[config.mk]
export PLATFORM = sky130hd
export DESIGN_NAME = ram_bist
export DESIGN_NICKNAME = d
export VERILOG_FILES = /design/src/rtl/ram_bist_pkg.sv /design/src/rtl/ram_bist_cmp.sv /design/src/rtl/ram_bist.sv
export SDC_FILE = /design/constraint.sdc
export NUM_CORES = 1
export LEC_CHECK = 0
export ABC_AREA = 1
export BUFFER_PORTS_ARGS = -buffer_cell sky130_fd_sc_hd__buf_2
export CELL_PAD_IN_SITES_DETAIL_PLACEMENT = 0
export CELL_PAD_IN_SITES_GLOBAL_PLACEMENT = 1
export CORE_MARGIN = 2
export CORE_UTILIZATION = 38
export CTS_CLUSTER_DIAMETER = 100
export DETAILED_ROUTE_END_ITERATION = 7
export MAX_ROUTING_LAYER = met4
export PLACE_DENSITY = 0.87
export RECOVER_POWER = 50
export SKIP_LAST_GASP = 1
export SYNTH_ARGS = -nofsm -noshare
export SYNTH_HDL_FRONTEND = slang
export SYNTH_SLANG_ARGS = --single-unit
export TNS_END_PERCENT = 5
[constraint.sdc]
create_clock -name clock -period 2.75 [get_ports clock]
set_clock_uncertainty 0.2 [all_clocks]
set_input_delay 0.55 -clock clock [delete_from_list [all_inputs] [get_ports clock]]
set_output_delay 0.55 -clock clock [all_outputs]
set_load 0.03 [all_outputs]
[src/rtl/ram_bist_pkg.sv]
// Shared types and constants for the March C- RAM self-test controller.
package ram_bist_pkg;

  typedef enum logic [2:0] {
    S_IDLE   = 3'd0,
    S_M0     = 3'd1,
    S_M1     = 3'd2,
    S_M2     = 3'd3,
    S_M3     = 3'd4,
    S_FINISH = 3'd5,
    S_DONE   = 3'd6
  } state_t;

  // Background fill bits; replicate to the RAM width at the point of use.
  localparam logic BG0 = 1'b0;
  localparam logic BG1 = 1'b1;

endpackage

[src/rtl/ram_bist_cmp.sv]
// Read-data compare pipeline: holds the expectation for the read in flight,
// counts mismatches and captures the address of the first one.
module ram_bist_cmp
  import ram_bist_pkg::*;
#(
  parameter int WIDTH   = 8,
  parameter int ADDRESS = 4
) (
  input  logic               clock,
  input  logic               reset,
  input  logic               clear,
  input  logic               rd_issue,
  input  logic [ADDRESS-1:0] rd_addr,
  input  logic [WIDTH-1:0]   rd_exp,
  input  logic [WIDTH-1:0]   rd_data,
  output logic [ADDRESS+1:0] err_count,
  output logic [ADDRESS-1:0] fail_addr
);

  localparam int ERR_W = ADDRESS + 2;

  logic               cmp_vld_q, cmp_vld_d;
  logic [ADDRESS-1:0] cmp_addr_q, cmp_addr_d;
  logic [WIDTH-1:0]   cmp_exp_q, cmp_exp_d;
  logic [ERR_W-1:0]   err_count_q, err_count_d;
  logic [ADDRESS-1:0] fail_addr_q, fail_addr_d;
  logic               first_seen_q, first_seen_d;
  logic               mismatch;

  always_comb begin
    cmp_vld_d    = rd_issue;
    cmp_addr_d   = rd_addr;
    cmp_exp_d    = rd_exp;
    err_count_d  = err_count_q;
    fail_addr_d  = fail_addr_q;
    first_seen_d = first_seen_q;
    mismatch     = cmp_vld_q && (rd_data != cmp_exp_q);
    if (clear) begin
      err_count_d  = '0;
      fail_addr_d  = '0;
      first_seen_d = 1'b0;
    end else if (mismatch) begin
      if (err_count_q != {ERR_W{1'b1}}) begin
        err_count_d = err_count_q + ERR_W'(1);
      end
      if (!first_seen_q) begin
        fail_addr_d  = cmp_addr_q;
        first_seen_d = 1'b1;
      end
    end
  end

  always_ff @(posedge clock) begin
    if (reset) begin
      cmp_vld_q    <= 1'b0;
      cmp_addr_q   <= '0;
      cmp_exp_q    <= '0;
      err_count_q  <= '0;
      fail_addr_q  <= '0;
      first_seen_q <= 1'b0;
    end else begin
      cmp_vld_q    <= cmp_vld_d;
      cmp_addr_q   <= cmp_addr_d;
      cmp_exp_q    <= cmp_exp_d;
      err_count_q  <= err_count_d;
      fail_addr_q  <= fail_addr_d;
      first_seen_q <= first_seen_d;
    end
  end

  assign err_count = err_count_q;
  assign fail_addr = fail_addr_q;

endmodule

[src/rtl/ram_bist.sv]
// March C- self-test controller: drives the RAM port through four elements
// and reports pass/fail, error count and first failing address.
module ram_bist
  import ram_bist_pkg::*;
#(
  parameter int WIDTH   = 8,
  parameter int DEPTH   = 16,
  parameter int ADDRESS = 4
) (
  input  logic               clock,
  input  logic               reset,
  input  logic               start,
  output logic               busy,
  output logic               done,
  output logic               pass,
  output logic [ADDRESS+1:0] err_count,
  output logic [ADDRESS-1:0] fail_addr,
  output logic               wr_enb,
  output logic [ADDRESS-1:0] wr_addr,
  output logic [WIDTH-1:0]   wr_data,
  output logic               rd_enb,
  output logic [ADDRESS-1:0] rd_addr,
  input  logic [WIDTH-1:0]   rd_data
);

  localparam logic [ADDRESS-1:0] LAST_ADDR = ADDRESS'(DEPTH - 1);

  state_t             state_q, state_d;
  logic [ADDRESS-1:0] addr_q, addr_d;
  logic               pass_q, pass_d;
  logic               clear;
  logic [WIDTH-1:0]   rd_exp;

  always_comb begin
    state_d = state_q;
    addr_d  = addr_q;
    pass_d  = pass_q;
    clear   = 1'b0;
    case (state_q)
      S_IDLE: begin
        if (start) begin
          state_d = S_M0;
          addr_d  = '0;
          pass_d  = 1'b0;
          clear   = 1'b1;
        end
      end
      S_M0: begin
        if (addr_q == LAST_ADDR) begin
          state_d = S_M1;
          addr_d  = '0;
        end else begin
          addr_d = addr_q + ADDRESS'(1);
        end
      end
      S_M1: begin
        // M2 walks downwards, so it starts from the top address.
        if (addr_q == LAST_ADDR) begin
          state_d = S_M2;
          addr_d  = LAST_ADDR;
        end else begin
          addr_d = addr_q + ADDRESS'(1);
        end
      end
      S_M2: begin
        if (addr_q == '0) begin
          state_d = S_M3;
          addr_d  = '0;
        end else begin
          addr_d = addr_q - ADDRESS'(1);
        end
      end
      S_M3: begin
        if (addr_q == LAST_ADDR) begin
          state_d = S_FINISH;
          addr_d  = '0;
        end else begin
          addr_d = addr_q + ADDRESS'(1);
        end
      end
      S_FINISH: state_d = S_DONE;
      S_DONE: begin
        state_d = S_IDLE;
        pass_d  = (err_count == '0);
      end
      default: state_d = S_IDLE;
    endcase
  end

  // RAM port decode; M1/M2 read and write the same word in one cycle.
  always_comb begin
    wr_enb  = 1'b0;
    wr_addr = '0;
    wr_data = '0;
    rd_enb  = 1'b0;
    rd_addr = '0;
    rd_exp  = '0;
    case (state_q)
      S_M0: begin
        wr_enb  = 1'b1;
        wr_addr = addr_q;
        wr_data = {WIDTH{BG0}};
      end
      S_M1: begin
        rd_enb  = 1'b1;
        rd_addr = addr_q;
        rd_exp  = {WIDTH{BG0}};
        wr_enb  = 1'b1;
        wr_addr = addr_q;
        wr_data = {WIDTH{BG1}};
      end
      S_M2: begin
        rd_enb  = 1'b1;
        rd_addr = addr_q;
        rd_exp  = {WIDTH{BG1}};
        wr_enb  = 1'b1;
        wr_addr = addr_q;
        wr_data = {WIDTH{BG0}};
      end
      S_M3: begin
        rd_enb  = 1'b1;
        rd_addr = addr_q;
        rd_exp  = {WIDTH{BG0}};
      end
      default: ;
    endcase
  end

  always_ff @(posedge clock) begin
    if (reset) begin
      state_q <= S_IDLE;
      addr_q  <= '0;
      pass_q  <= 1'b0;
    end else begin
      state_q <= state_d;
      addr_q  <= addr_d;
      pass_q  <= pass_d;
    end
  end

  ram_bist_cmp #(
    .WIDTH  (WIDTH),
    .ADDRESS(ADDRESS)
  ) u_cmp (
    .clock    (clock),
    .reset    (reset),
    .clear    (clear),
    .rd_issue (rd_enb),
    .rd_addr  (rd_addr),
    .rd_exp   (rd_exp),
    .rd_data  (rd_data),
    .err_count(err_count),
    .fail_addr(fail_addr)
  );

  assign busy = (state_q != S_IDLE) && (state_q != S_DONE);
  assign done = (state_q == S_DONE);
  // The final count is already settled in DONE, so pass is valid alongside done.
  assign pass = pass_q | (done && (err_count == '0));

endmodule

==> reports/metrics.yaml <==
grt:
  grt_usage_pct: 16.3
  overflow: 0
  grt_antenna_before_repair: 0
  grt_max_degree: 15
  first_global_vias: 1280
  grt_pass1_wl_mm: 5.44
sta:
  fin_crit_ns: 2.38
  hold_viol: 0
  drv_slew: 0
  fmax_ghz: 0.421
  setup_viol: 0
  finalCritPeriodShare_pct: 86.4
  timing.setup.tns_ns: 0
  tightestPinTransition_ns: 0.654
  timing.hold.ws_ns: 0.266
  rsz0062_at_grt: "false"
  relSlewSlack_pct: 56.3
clock_network:
  clockBufferDepth: 2
  ctsResizeCount: 0
  clk_pin_slew_ns: 0.09
  ctsHoldBuffers: 0
  insertion_delay_ns: 0.27
  numCtsBuffers: 3
  ctsRootBufferMaster: "clkbuf_8"
  cts.sinks: 25
  htree_levels: 1
  cts_tree: "done"
  postCtsSetupBuffers: 0
synth:
  async_flop_share_pct: 0
  syn_avg_cell_area_um2: 6.54
  synth_common_cells: "nand2_1, nor2_1, inv_1"
  synth_xor_area_share_pct: 4.02
  yosysSeqAreaShare_pct: 32.8
  yosys_warnings: 0
  ys_ff_latch: 25
  synth_fp_nets: 249
  netlist_instances: 233
  synth-edff-count: 0
  synthMostInstantiatedCell: "nand2_1"
  synthSimpleGateAreaFrac_pct: 36.8
  netlist_area_mm2: 0.00152
  synthAdderAreaFrac_pct: 4.11
  synth_area_leaders: "dfxtp_1, nand2_1, nand3_1"
  synthFlopType: "dfxtp_1"
  yosysTopAreaCell: "dfxtp_1"
  synth-compound-area-share_pct: 8.05
  synth_cell_types: 26
  synth_top_family_by_area: "simple AND/OR/NAND/NOR gates"
  synth.mux.area_fraction_pct: 0
  yosysTopAreaCellShare_pct: 32.8
power_and_ir_drop:
  seqPwrFrac_pct: 32.5
  p_sw_uw: 645
  pwr-share-comb_pct: 51.0
  peakVddDrop_v: 0.000458
  pwr_density_cell_mw_per_mm2: 773
  power_leakage_nw: 0.807
  clkPwrFrac_pct: 16.5
  p_int_uw: 691
  swShare_pct: 48.3
critical_path:
  crit_required_ns: 2.00
  cp_max_fo: 5
  max_stage_delay_ns: 0.36
  path_class: "reg2out"
  cp-start-kind: "flip-flop"
  critical_path_arrival_ns: 1.63
  cp-end-kind: "primary output"
  r2r_cells: 6
  path_cells: "inv_2 > nand2_2 > inv_1 > nand2_1 > o21ai_0 > clkinv_1 > nor2_1 > buf_2"
  cp_slowest_cell: "dfxtp_1"
routing:
  dr.pass1.iters: 4
  ant_nets: 0
  viasPerCell: 4.51
  drc_errors: 0
  drt_wl_total_mm: 3.32
  wl_per_cell_um: 10.5
  dr.first_iter.drc_count: 54
  dr_total_vias: 1426
placement:
  dp_hpwl_mm: 2.55
  port_buffers: 41
  place_congestion: 0.790
floorplan:
  coreArea_mm2: 0.00394
  die_x_um: 67.3
  die_h_um: 67.3
  num_rows: 23
  ioPinCount: 42
  dieArea_mm2: 0.00453
  initial_core_util_pct: 38.7
job:
  maxCapViolations: 0
finish:
  antenna_cells: 0
  nNetsFinal: 283
  drive_gt1_share_pct: 17.7
  syn2layout_area_growth_pct: 13.5
worst_hold_path:
  hold_path_depth: 2
  hold_path_class: "reg2reg"
run_status:
  status: "complete, no violations"
-- power groups by stage --
stage                     combinational [mW]  clock [mW]  sequential (mW)
after detailed placement               0.702           0            0.443
after global routing                   0.766       0.237            0.441
after global placement                 0.705           0            0.443
after CTS                              0.704       0.226            0.434
final                                  0.681       0.220            0.435
after floorplan                        0.598           0            0.436
-- routing by layer --
| metal | up-vias | wire [µm] | global-route usage (%) | part of all wire [%] |
|---|---|---|---|---|
| li1 | 786 | - | - | - |
| met1 | 609 | 1700 | 21.2 | 51 |
| met2 | 27 | 1420 | 25.0 | 43 |
| met3 | 4 | 135 | 2.50 | 4.1 |
| met4 | 0 | 51 | 7.14 | 1.5 |
| met5 | - | 0 | - | 0 |
-- worst paths after layout --
check	start	end	slack [ns]
setup reg to reg	addr_q[0]	addr_q[1]	0.97
hold / removal	u_cmp.cmp_addr_q[3]	u_cmp.fail_addr[3]	0.27
hold reg to reg	u_cmp.cmp_addr_q[3]	u_cmp.fail_addr[3]	0.27
setup / recovery	state_q[0]	rd_addr[0]	0.37
-- sequential cells by signal (all words and copies together) (netlist names) --
signal / flops
u_cmp.err_count: 6
addr_q: 4
u_cmp.cmp_addr_q: 4
u_cmp.fail_addr: 4
state_q: 3
pass_q: 1
u_cmp.cmp_exp_q: 1
u_cmp.cmp_vld_q: 1
u_cmp.first_seen_q: 1
-- per-stage QoR --
| step | utilization [%] | instance area, µm² | cells | total power [mW] | setup WS [ns] |
|---|---|---|---|---|---|
| 2_1_floorplan | - | 1520 | 233 | 1.03 | 0.385 |
| 3_3_place_gp | 43.4 | 1710 | 312 | 1.15 | 0.738 |
| 3_5_place_dp | 43.4 | 1710 | 312 | 1.14 | 0.704 |
| 4_1_cts | 44.6 | 1760 | 316 | 1.36 | 0.395 |
| 5_1_grt | 43.9 | 1730 | 316 | 1.44 | 0.154 |
| 6_report | 43.9 | 1730 | 316 | 1.34 | 0.375 |
-- critical path, delay by kind of cell (launching register included) --
kind / cells / cell delay, ns
buffers and inverters: 4 / 0.61
AND/OR/NAND/NOR: 3 / 0.25
AO/OA/AOI/OAI: 1 / 0.14
flip-flops: 1 / 0.36
-- cell type report --
| type | count | area, µm² |
|---|---|---|
| Tap cell | 50 | 62.6 |
| Sequential cell | 25 | 500 |
| Fill cell | 435 | 2210 |
| Multi-Input combinational cell | 160 | 793 |
| Clock inverter | 1 | 5.00 |
| Timing Repair Buffer | 41 | 191 |
| Inverter | 36 | 135 |
| Clock buffer | 3 | 41.3 |
-- placed cells by master, fill, tap and decap left out, types with 5 or more instances in the layout --
cell type,count
ha_1,5
xor2_1,6
nand3_1,28
nand2_1,52
clkbuf_1,11
dfxtp_1,25
a21oi_1,18
buf_2,30
nor2_1,31
inv_1,30
-- cell families after synthesis --
family | after synthesis
and+or+nand+nor | 125
buffers and inverters | 48
DFF | 25
AOI/OAI and AO/OA | 23
xor gates and xnor gates | 7
adders and majority gates | 5
Note: power is estimated with default switching activity, not from simulation.
